## config.mk

```make
export PLATFORM = sky130hd
export DESIGN_NAME = botones_mascota_flat
export DESIGN_NICKNAME = d
export VERILOG_FILES = /design/src/rtl/botones_mascota_pkg.sv /design/src/rtl/botones_mascota_if.sv /design/src/rtl/botones_mascota_debounce_fsm.sv /design/src/rtl/botones_mascota.sv /design/src/flat_wrapper.sv
export SDC_FILE = /design/constraint.sdc
export NUM_CORES = 1
export LEC_CHECK = 0
export ABC_CLOCK_PERIOD_IN_PS = 1900
export BUFFER_PORTS_ARGS = -buffer_cell sky130_fd_sc_hd__buf_2
export CAP_MARGIN = 0
export CORE_MARGIN = 1.5
export CORE_UTILIZATION = 56
export CTS_CLUSTER_DIAMETER = 40
export DETAILED_ROUTE_END_ITERATION = 8
export HOLD_SLACK_MARGIN = 0.08
export PLACE_DENSITY = 0.77
export RECOVER_POWER = 100
export SLEW_MARGIN = 10
export SYNTH_ARGS = -nofsm -noshare
export SYNTH_HDL_FRONTEND = slang
export SYNTH_SLANG_ARGS = --single-unit
```

## constraint.sdc

```tcl
create_clock -name clk -period 1.9 [get_ports clk]
set_input_delay 0 -clock clk [delete_from_list [all_inputs] [get_ports clk]]
set_output_delay 0 -clock clk [all_outputs]
set_load 0.02 [all_outputs]
```

## src/rtl/botones_mascota_pkg.sv

```systemverilog
// ---------------------------------------------------------------------------
// botones_pkg
// Shared definitions for the virtual-pet button front end:
//   - deb_state_e : 2-bit debounce FSM state encoding
//   - HCNT_W      : width of the long-press hold counters
//   - IDX_*       : slot of each board input in the per-input vectors
//   - is_stable_high() : stable level implied by a debounce state
// ---------------------------------------------------------------------------
package botones_pkg;

  typedef enum logic [1:0] {
    IDLE      = 2'd0,  // stable 0
    RISE_WAIT = 2'd1,  // saw a 1, confirming
    HELD      = 2'd2,  // stable 1
    FALL_WAIT = 2'd3   // saw a 0, confirming
  } deb_state_e;

  localparam int HCNT_W     = 4;
  localparam int NUM_INPUTS = 5;

  localparam int IDX_TEST     = 0;
  localparam int IDX_COMIDA   = 1;
  localparam int IDX_MEDICINA = 2;
  localparam int IDX_CARINO   = 3;
  localparam int IDX_DORMIR   = 4;

  function automatic logic is_stable_high(input deb_state_e st);
    return (st == HELD) || (st == FALL_WAIT);
  endfunction

endpackage

```

## src/rtl/botones_mascota_if.sv

```systemverilog
// ---------------------------------------------------------------------------
// botones_mascota_if
// Bundle between the board pins / pet core and the button front end.
//   Board side (into the block): test, Dormir, Comida, Medicina, Carino
//   Core side (out of the block): test_lvl, comida_pulse, medicina_pulse,
//     carino_hold, dormir_hold, carino_long, dormir_long
//   Debug: dbg_state[i] is the debounce FSM state of input slot i (IDX_*).
// Handshake: there is no valid/ready pair here. Inputs are free-running raw
// levels; *_hold/test_lvl are levels and *_pulse/*_long are single-cycle
// events that the consumer must sample every clock (no back-pressure).
// ---------------------------------------------------------------------------
interface botones_mascota_if;
  import botones_pkg::*;

  logic test;
  logic Dormir;
  logic Comida;
  logic Medicina;
  logic Carino;

  logic test_lvl;
  logic comida_pulse;
  logic medicina_pulse;
  logic carino_hold;
  logic dormir_hold;
  logic carino_long;
  logic dormir_long;

  logic [NUM_INPUTS-1:0][1:0] dbg_state;

  // master drives the raw pins and consumes the conditioned signals
  modport master (
    output test, Dormir, Comida, Medicina, Carino,
    input  test_lvl, comida_pulse, medicina_pulse,
    input  carino_hold, dormir_hold, carino_long, dormir_long,
    input  dbg_state
  );

  // slave is the front end itself
  modport slave (
    input  test, Dormir, Comida, Medicina, Carino,
    output test_lvl, comida_pulse, medicina_pulse,
    output carino_hold, dormir_hold, carino_long, dormir_long,
    output dbg_state
  );

endinterface

```

## src/rtl/botones_mascota_debounce_fsm.sv

```systemverilog
// ---------------------------------------------------------------------------
// debounce_fsm
// 2-flop synchronizer followed by a 4-state debounce FSM for one raw input.
//   clk, reset : system clock, synchronous active-high reset
//   raw_i      : asynchronous raw pin
//   level_o    : debounced stable level (1 in HELD/FALL_WAIT)
//   rise_o     : one-clock registered flag on the RISE_WAIT->HELD transition
//   state_o    : current FSM state (debug)
// A new stable level is adopted only after the synchronized input has
// disagreed with it for DEBOUNCE_CYCLES consecutive clocks.
// ---------------------------------------------------------------------------
module debounce_fsm
  import botones_pkg::*;
#(
  parameter int DEBOUNCE_CYCLES = 4
) (
  input  logic       clk,
  input  logic       reset,
  input  logic       raw_i,
  output logic       level_o,
  output logic       rise_o,
  output deb_state_e state_o
);

  localparam int CNT_W = $clog2(DEBOUNCE_CYCLES + 1);
  localparam logic [CNT_W-1:0] CNT_LAST = CNT_W'(DEBOUNCE_CYCLES - 1);
  localparam logic [CNT_W-1:0] CNT_ONE  = CNT_W'(1);

  logic             sync1_q;
  logic             sync2_q;
  deb_state_e       state_q;
  logic [CNT_W-1:0] cnt_q;
  logic             rise_q;

  always_ff @(posedge clk) begin
    if (reset) begin
      sync1_q <= 1'b0;
      sync2_q <= 1'b0;
    end else begin
      sync1_q <= raw_i;
      sync2_q <= sync1_q;
    end
  end

  // The counter is cleared on every state exit, so it never wraps; the
  // >= compare only guards the degenerate DEBOUNCE_CYCLES==1 build.
  always_ff @(posedge clk) begin
    if (reset) begin
      state_q <= IDLE;
      cnt_q   <= '0;
      rise_q  <= 1'b0;
    end else begin
      rise_q <= 1'b0;
      unique case (state_q)
        IDLE: begin
          if (sync2_q) begin
            state_q <= RISE_WAIT;
            cnt_q   <= CNT_ONE;
          end else begin
            cnt_q <= '0;
          end
        end
        RISE_WAIT: begin
          if (!sync2_q) begin
            state_q <= IDLE;
            cnt_q   <= '0;
          end else if (cnt_q >= CNT_LAST) begin
            state_q <= HELD;
            cnt_q   <= '0;
            rise_q  <= 1'b1;
          end else begin
            cnt_q <= cnt_q + CNT_ONE;
          end
        end
        HELD: begin
          if (!sync2_q) begin
            state_q <= FALL_WAIT;
            cnt_q   <= CNT_ONE;
          end else begin
            cnt_q <= '0;
          end
        end
        FALL_WAIT: begin
          if (sync2_q) begin
            state_q <= HELD;
            cnt_q   <= '0;
          end else if (cnt_q >= CNT_LAST) begin
            state_q <= IDLE;
            cnt_q   <= '0;
          end else begin
            cnt_q <= cnt_q + CNT_ONE;
          end
        end
        default: begin
          state_q <= IDLE;
          cnt_q   <= '0;
        end
      endcase
    end
  end

  assign level_o = is_stable_high(state_q);
  assign rise_o  = rise_q;
  assign state_o = state_q;

endmodule

```

## src/rtl/botones_mascota.sv

```systemverilog
// ---------------------------------------------------------------------------
// botones_mascota
// Input-conditioning front end for the virtual-pet core.
//   clk   : system clock
//   reset : synchronous active-high reset
//   bus   : botones_mascota_if.slave (raw pins in, conditioned signals out)
// Five debounce_fsm instances clean up the raw pins. Comida/Medicina expose
// their press flag; Carino/Dormir expose their level plus a long-press pulse
// every LONG_PRESS_TICKS ticks of continuous hold. A debounced test switch
// turns every clock into a tick so long presses can be exercised quickly.
// ---------------------------------------------------------------------------
module botones_mascota
  import botones_pkg::*;
#(
  parameter int DEBOUNCE_CYCLES  = 4,
  parameter int TICK_CYCLES      = 5,
  parameter int LONG_PRESS_TICKS = 15
) (
  input logic               clk,
  input logic               reset,
  botones_mascota_if.slave  bus
);

  localparam int TCNT_W = (TICK_CYCLES > 1) ? $clog2(TICK_CYCLES) : 1;
  localparam logic [TCNT_W-1:0] TCNT_LAST = TCNT_W'(TICK_CYCLES - 1);
  localparam logic [TCNT_W-1:0] TCNT_ONE  = TCNT_W'(1);
  localparam logic [HCNT_W-1:0] HCNT_LAST = HCNT_W'(LONG_PRESS_TICKS - 1);
  localparam logic [HCNT_W-1:0] HCNT_ONE  = HCNT_W'(1);

  logic [NUM_INPUTS-1:0] raw;
  logic [NUM_INPUTS-1:0] level;
  logic [NUM_INPUTS-1:0] rise;
  deb_state_e            state [NUM_INPUTS];

  assign raw[IDX_TEST]     = bus.test;
  assign raw[IDX_COMIDA]   = bus.Comida;
  assign raw[IDX_MEDICINA] = bus.Medicina;
  assign raw[IDX_CARINO]   = bus.Carino;
  assign raw[IDX_DORMIR]   = bus.Dormir;

  for (genvar g = 0; g < NUM_INPUTS; g++) begin : g_deb
    debounce_fsm #(
      .DEBOUNCE_CYCLES(DEBOUNCE_CYCLES)
    ) u_deb (
      .clk     (clk),
      .reset   (reset),
      .raw_i   (raw[g]),
      .level_o (level[g]),
      .rise_o  (rise[g]),
      .state_o (state[g])
    );
    assign bus.dbg_state[g] = state[g];
  end

  // Tick generator: free-running divider, frozen at 0 while in test mode
  // where every clock counts as a tick.
  logic [TCNT_W-1:0] tcnt_q;
  logic              tick;

  always_ff @(posedge clk) begin
    if (reset) begin
      tcnt_q <= '0;
    end else if (level[IDX_TEST] || (tcnt_q == TCNT_LAST)) begin
      tcnt_q <= '0;
    end else begin
      tcnt_q <= tcnt_q + TCNT_ONE;
    end
  end

  assign tick = level[IDX_TEST] || (tcnt_q == TCNT_LAST);

  // Hold counters: slot 0 = Carino, slot 1 = Dormir.
  logic [1:0]        hold_lvl;
  logic [HCNT_W-1:0] hcnt_q [2];
  logic [1:0]        long_q;

  assign hold_lvl = {level[IDX_DORMIR], level[IDX_CARINO]};

  always_ff @(posedge clk) begin
    if (reset) begin
      for (int h = 0; h < 2; h++) begin
        hcnt_q[h] <= '0;
        long_q[h] <= 1'b0;
      end
    end else begin
      for (int h = 0; h < 2; h++) begin
        long_q[h] <= 1'b0;
        if (!hold_lvl[h]) begin
          hcnt_q[h] <= '0;
        end else if (tick) begin
          if (hcnt_q[h] == HCNT_LAST) begin
            hcnt_q[h] <= '0;
            long_q[h] <= 1'b1;
          end else begin
            hcnt_q[h] <= hcnt_q[h] + HCNT_ONE;
          end
        end
      end
    end
  end

  assign bus.test_lvl       = level[IDX_TEST];
  assign bus.comida_pulse   = rise[IDX_COMIDA];
  assign bus.medicina_pulse = rise[IDX_MEDICINA];
  assign bus.carino_hold    = level[IDX_CARINO];
  assign bus.dormir_hold    = level[IDX_DORMIR];
  // A long pulse computed on the same edge the button finishes releasing
  // would otherwise appear in the first cycle with the hold already low.
  assign bus.carino_long    = long_q[0] & level[IDX_CARINO];
  assign bus.dormir_long    = long_q[1] & level[IDX_DORMIR];

endmodule

```

## src/flat_wrapper.sv

```systemverilog
// flat-port wrapper written by rule: the top's interface ports become plain ports
module botones_mascota_flat import botones_pkg::*;
#(
  parameter int DEBOUNCE_CYCLES  = 4,
  parameter int TICK_CYCLES      = 5,
  parameter int LONG_PRESS_TICKS = 15
)
  (clk, reset, bus_test, bus_Dormir, bus_Comida, bus_Medicina, bus_Carino, bus_test_lvl, bus_comida_pulse, bus_medicina_pulse, bus_carino_hold, bus_dormir_hold, bus_carino_long, bus_dormir_long, bus_dbg_state);
  botones_mascota_if bus_i ();
  input logic clk;
  input logic reset;
  input wire logic [$bits(bus_i.test)-1:0] bus_test;
  input wire logic [$bits(bus_i.Dormir)-1:0] bus_Dormir;
  input wire logic [$bits(bus_i.Comida)-1:0] bus_Comida;
  input wire logic [$bits(bus_i.Medicina)-1:0] bus_Medicina;
  input wire logic [$bits(bus_i.Carino)-1:0] bus_Carino;
  output wire logic [$bits(bus_i.test_lvl)-1:0] bus_test_lvl;
  output wire logic [$bits(bus_i.comida_pulse)-1:0] bus_comida_pulse;
  output wire logic [$bits(bus_i.medicina_pulse)-1:0] bus_medicina_pulse;
  output wire logic [$bits(bus_i.carino_hold)-1:0] bus_carino_hold;
  output wire logic [$bits(bus_i.dormir_hold)-1:0] bus_dormir_hold;
  output wire logic [$bits(bus_i.carino_long)-1:0] bus_carino_long;
  output wire logic [$bits(bus_i.dormir_long)-1:0] bus_dormir_long;
  output wire logic [$bits(bus_i.dbg_state)-1:0] bus_dbg_state;
  assign bus_i.test = bus_test;
  assign bus_i.Dormir = bus_Dormir;
  assign bus_i.Comida = bus_Comida;
  assign bus_i.Medicina = bus_Medicina;
  assign bus_i.Carino = bus_Carino;
  assign bus_test_lvl = bus_i.test_lvl;
  assign bus_comida_pulse = bus_i.comida_pulse;
  assign bus_medicina_pulse = bus_i.medicina_pulse;
  assign bus_carino_hold = bus_i.carino_hold;
  assign bus_dormir_hold = bus_i.dormir_hold;
  assign bus_carino_long = bus_i.carino_long;
  assign bus_dormir_long = bus_i.dormir_long;
  assign bus_dbg_state = bus_i.dbg_state;
  botones_mascota #(.DEBOUNCE_CYCLES(DEBOUNCE_CYCLES), .TICK_CYCLES(TICK_CYCLES), .LONG_PRESS_TICKS(LONG_PRESS_TICKS)) u_core (.clk(clk), .reset(reset), .bus(bus_i));
endmodule
```

# ---- Yosys cells after proc, flatten, opt, wreduce, memory -nomap -nowiden
# Memories as Yosys holds them, arrays and structs flattened.
# Cells that the tools add are included.
dict set report classes {
  magnitude_cmp 5
  mux 101
  n_eq_ne 38
  add_sub_neg 8
  bitwise 12
  n_reduce_logical 17
}
# operator count
set op_table {}
lappend op_table {{$mux 2} 30}
lappend op_table {{$pmux 3 s4} 5}
lappend op_table {{$mux 3} 15}
lappend op_table {{$mux 1} 40}
lappend op_table {{$pmux 2 s4} 5}
lappend op_table {{$ne 3x3->1 const B} 10}
lappend op_table {{$mux 4} 6}
lappend op_table {{$eq 2x2->1 const B} 10}
lappend op_table {{$ne 2x2->1 const B} 10}
lappend op_table {{$reduce_and 4->1} 5}
lappend op_table {{$add 3x1->3 const B} 6}
lappend op_table {{$ge 3x2->1 const B} 5}
lappend op_table {{$eq 2x1->1 const B} 5}
lappend op_table {{$logic_not 2->1} 5}
lappend op_table {{$add 4x1->4 const B} 2}
lappend op_table {{$eq 4x4->1 const B} 2}
lappend op_table {{$or 1x1->1} 6}
lappend op_table {{$reduce_or 3->1} 2}
lappend op_table {{$logic_or 1x1->1} 4}
lappend op_table {{$not 1->1} 4}
lappend op_table {{$eq 3x3->1 const B} 1}
lappend op_table {{$and 1x1->1} 2}
lappend op_table {{$reduce_or 2->1} 1}
dict set report totals {
  mem_bits_rw 8
  in_bits 7
  n_memories 1
  reg_bits 42
  wordCells 206
}
# memory depth width read_ports rd_clocked_by_memory_dff write_ports line_no
set mem_list {}
lappend mem_list {u_core.hcnt_q 2 4 2 0 2 botones_mascota.sv:74} ;# logic [HCNT_W-1:0] hcnt_q [2];

# ---- Logic depth before layout (Yosys ltp)
dict set report depth {
  ltp_word 9
  depth_mapped 5
  mapped_depth_nobuf 5
}

# ---- Cells and area by module
# From an unflattened synthesis, not the netlist that was laid out.
dict set report hier_totals {
  cells_unflattened 205
  area_unflattened_um2 2195.9
}
# module seq_area_each_um2 cells_per_inst area_per_inst_um2 instances
set modules_own_cells {}
lappend modules_own_cells {debounce_fsm 160.2 29 302.8 5}
lappend modules_own_cells {botones_mascota 340.3 60 681.9 1}

# ---- Worst setup path after synthesis
# OpenSTA, ideal clock, no wires.
dict set report synth_timing {
  path_kind {reg2reg}
  start {reg u_core.g_deb[3].u_deb.cnt_q[0]}
  end {reg with a tool-made name}
  arrival_time_ps 1289
  slack_ps 489
  path_stages_with_launch 6
  setup_ps 121
  n_path_buf 0
  cell_sequence {dfxtp_1 ha_1 ha_1 a211oi_2 nor2b_1 mux2_4}
}
# item line_no
set synth_rtl {}
lappend synth_rtl {{start: declaration} botones_mascota_debounce_fsm.sv:32} ;# logic [CNT_W-1:0] cnt_q;
lappend synth_rtl {{start signal: assignment} botones_mascota_debounce_fsm.sv:72} ;# cnt_q <= cnt_q + CNT_ONE;
lappend synth_rtl {{start signal: assignment} botones_mascota_debounce_fsm.sv:91} ;# cnt_q <= cnt_q + CNT_ONE;

==> impl_metrics.tcl <==
set metrics [dict create \
    cts_buffers 5 \
    n_fill_cell 285 \
    worst_slack_ns 0.233 \
    dp_slack_ns 0.375 \
    synthAdderAreaFrac_pct 9.74 \
    grt_max_degree 31 \
    async_flop_share_pct 0 \
    synthesis.nets 219 \
    max_freq_ghz 0.600 \
    vias_per_cell 5.24 \
    drive_gt1_share_pct 6.96 \
    reg2reg_depth 5 \
    rr_startpoint "u_core.g_deb[3].u_deb.cnt_q[0]$_SDFF_PP0_" \
    grt_use_total_pct 19.4 \
    std_cell_rows 21 \
    antenna_cells 0 \
    ir_worst_vdd_mv 0.539 \
    ys_seq_elements 50 \
    worst-path-max-fanout 3 \
    maxCapViolCount 0 \
    drtIter0Drc 24 \
    yosysUniqueCellTypes 32 \
    antenna_left 0 \
    whs_path_depth 3 \
    seq_area_sq_um 1080 \
    period_needed_ns 1.67 \
    crit_arrival_ns 1.91 \
    synth_warnings 0 \
    cellPowerDensity_nw_per_um2 727 \
    wl_um 3560 \
    synth_top_cells_by_count "dfxtp_1, nor2b_1, ha_1" \
    synthSimpleGateAreaFrac_pct 22.5 \
    cts_tree "built" \
    synthTopCellsByArea "dfxtp_1, edfxtp_1, ha_1, nor2b_1, nand2b_1" \
    synth_edf_count 8 \
    io_buffers 23 \
    io_pins 24 \
    place_congestion 0.696 \
    avgSynthCellArea_sq_um 10.5 \
    hold_viol 0 \
    worstMarginPinSlew_ns 0.476 \
    cp-end-kind "register" \
    worstPathRequired_ns 2.15 \
    rsz0062_at_grt "false" \
    dp_hpwl_um 2600 \
    grt-ovfl-total 0 \
    cts_buffer_depth 2 \
    slew_viol_final 0 \
    grt_pass1_vias 1459 \
    synth.yosys.seq_area_share_pct 52.6 \
    synth-compound-area-share_pct 6.52 \
    die_w_um 63.6 \
    design.core.area_sq_um 3420 \
    syn_to_final_growth_pct 13.6 \
    synth_xor_area_share_pct 2.56 \
    setup.worst_path.class "reg2reg" \
    postLayoutCoreUtil_pct 68.3 \
    detail_route.first_pass.iterations 4 \
    wl_per_cell_um 12.9 \
    syn_inst 196 \
    multi_input_area_sq_um 890 \
    hold_path_end "u_core.g_deb[1].u_deb.sync1_q$_SDFF_PP0_" \
    ys.flop_type "dfxtp_1" \
    nNetsFinal 252 \
    clock_latency_ns 0.35 \
    clock-skew-final_ns 0.0180 \
    slew-limit-headroom_pct 68.2 \
    start_kind "register" \
    tns_ns 0 \
    synth.area.mux_share_pct 2.19 \
    cts_setup_buffers 0 \
    reg2reg_slack_ns 0.23 \
    synth.top_cell.area_share_pct 40.9 \
    initial_core_util_pct 60.1 \
    cts_resized 0 \
    outcome "complete, no violations" \
    synth_top_family_by_area "simple AND/OR/NAND/NOR gates" \
    finalSetupViolCount 0 \
    die-area_sq_um 4040 \
    cts_root_buf "clkbuf_4" \
    yosys.area.top_type "dfxtp_1" \
    antenna_found_initial 0 \
    clkSinkCount 50 \
    p_leak_uw 0.000925 \
    hp-class "in2reg" \
    hp-start "bus_Comida" \
    syn_area_sq_um 2050 \
    post-route-drc-count 0 \
    power.total_uw 1700 \
    synth.most_common_cell "dfxtp_1" \
    grt_pass1_wl_um 6120 \
    via_count 1445 \
    clk_pin_slew_ns 0.13 \
    fp.dieH_um 63.6 \
    htree_levels 2 \
    period_share_pct 87.7 \
]
[critical path: stages, from the launching register on]
cell and delay (ns):
dfxtp_1 0.35, ha_1 0.21, ha_1 0.22, a211oi_1 0.36, nor2b_1 0.13, mux2_4 0.31
[where the power goes]
| part | leakage (uW) | total (uW) | internal, uW | switching (uW) |
|---|---|---|---|---|
| clock network | 0.0000384 | 509 | 186 | 324 |
| logic | 0.000446 | 79.1 | 42.3 | 36.8 |
| registers | 0.000441 | 1110 | 1090 | 14.3 |
[sequential cells by signal (all words and copies together), names as in the netlist, named ones only]
name / flops
u_core.g_deb.u_deb.cnt_q: 15
u_core.g_deb.u_deb.rise_o: 2
u_core.g_deb.u_deb.state_o: 5
u_core.g_deb.u_deb.sync1_q: 5
u_core.g_deb.u_deb.sync2_q: 5
u_core.hcnt_q: 8
u_core.long_q: 2
u_core.tcnt_q: 3
[cell type report]
class | instances | area share, %
clock inverter | 2 | 0.751
tap | 46 | 2.47
clock buffer | 6 | 2.20
multi-input combinational | 126 | 38.1
timing repair buffer | 32 | 7.88
inverter | 14 | 2.25
sequential | 50 | 46.3
[cell usage in the layout, fill, tap and decap left out, types with 2 or more instances in the layout]
cell / count
a21oi_1: 9
and2_0: 3
and2_1: 2
mux2i_1: 3
clkinv_4: 2
clkbuf_4: 5
nand2_1: 6
or3_1: 3
ha_1: 16
a211oi_1: 5
and4b_1: 2
edfxtp_1: 8
clkbuf_1: 17
dfxtp_1: 42
o21ai_0: 6
nor3b_1: 2
and4_1: 2
nor2_1: 10
nor2b_1: 17
nand4b_1: 2
nand4bb_1: 2
buf_2: 6
dlygate4sd3_1: 9
xnor2_1: 3
inv_1: 14
xor2_1: 3
nor3_1: 12
nand3_1: 2
nand2b_1: 11
[routing by layer]
| metal | GRT usage, % | vias to the layer above | share of wire, % |
|---|---|---|---|
| li1 | - | 739 | - |
| met1 | 21.0 | 679 | 41 |
| met2 | 36.6 | 23 | 55 |
| met3 | 4.29 | 4 | 2.8 |
| met4 | 7.07 | 0 | 1.1 |
| met5 | 0 | - | 0 |
[through the flow]
step	cells	area (sq um)	hold slack, ns
after CTS	276	2360	0.398
after detailed placement	259	2200	0.220
after floorplan	196	2050	0.128
final	276	2330	0.420
after global routing	276	2330	0.420
after global placement	259	2200	0.215
[how the worst max path moves through the flow]
stage	startpoint	endpoint	slack, ns	cells past startpoint
finish	u_core.g_deb[3].u_deb.cnt_q[0]$_SDFF_PP0_	register	0.23	5
global route	u_core.g_deb[3].u_deb.cnt_q[0]$_SDFF_PP0_	register	0.16	5
CTS	u_core.g_deb[3].u_deb.cnt_q[0]$_SDFF_PP0_	register	0.36	5
detailed placement	u_core.g_deb[3].u_deb.cnt_q[0]$_SDFF_PP0_	register	0.38	5
global placement	u_core.g_deb[3].u_deb.cnt_q[0]$_SDFF_PP0_	register	0.46	5
floorplan	u_core.g_deb[3].u_deb.cnt_q[0]$_SDFF_PP0_	register	0.49	5
[cell families (layout without fill, tap and decap cells)]
logic type | count (synthesis) | after routing
flip-flops | 50 | 50
AO/OA/AOI/OAI | 22 | 22
XOR/XNOR | 6 | 6
AND/OR/NAND/NOR | 78 | 78
buffers and inverters | 20 | 54
multiplexers | 4 | 4
adder cells (fa/ha/maj) | 16 | 16
[what timing repair did]
| action | 4_1_cts | 5_1_grt |
|---|---|---|
| endpoints found under the setup margin | 0 | 0 |
| endpoints found under the hold margin | 6 | 0 |
| hold buffers | 9 | 0 |
Note: power is estimated with default switching activity, not from simulation.
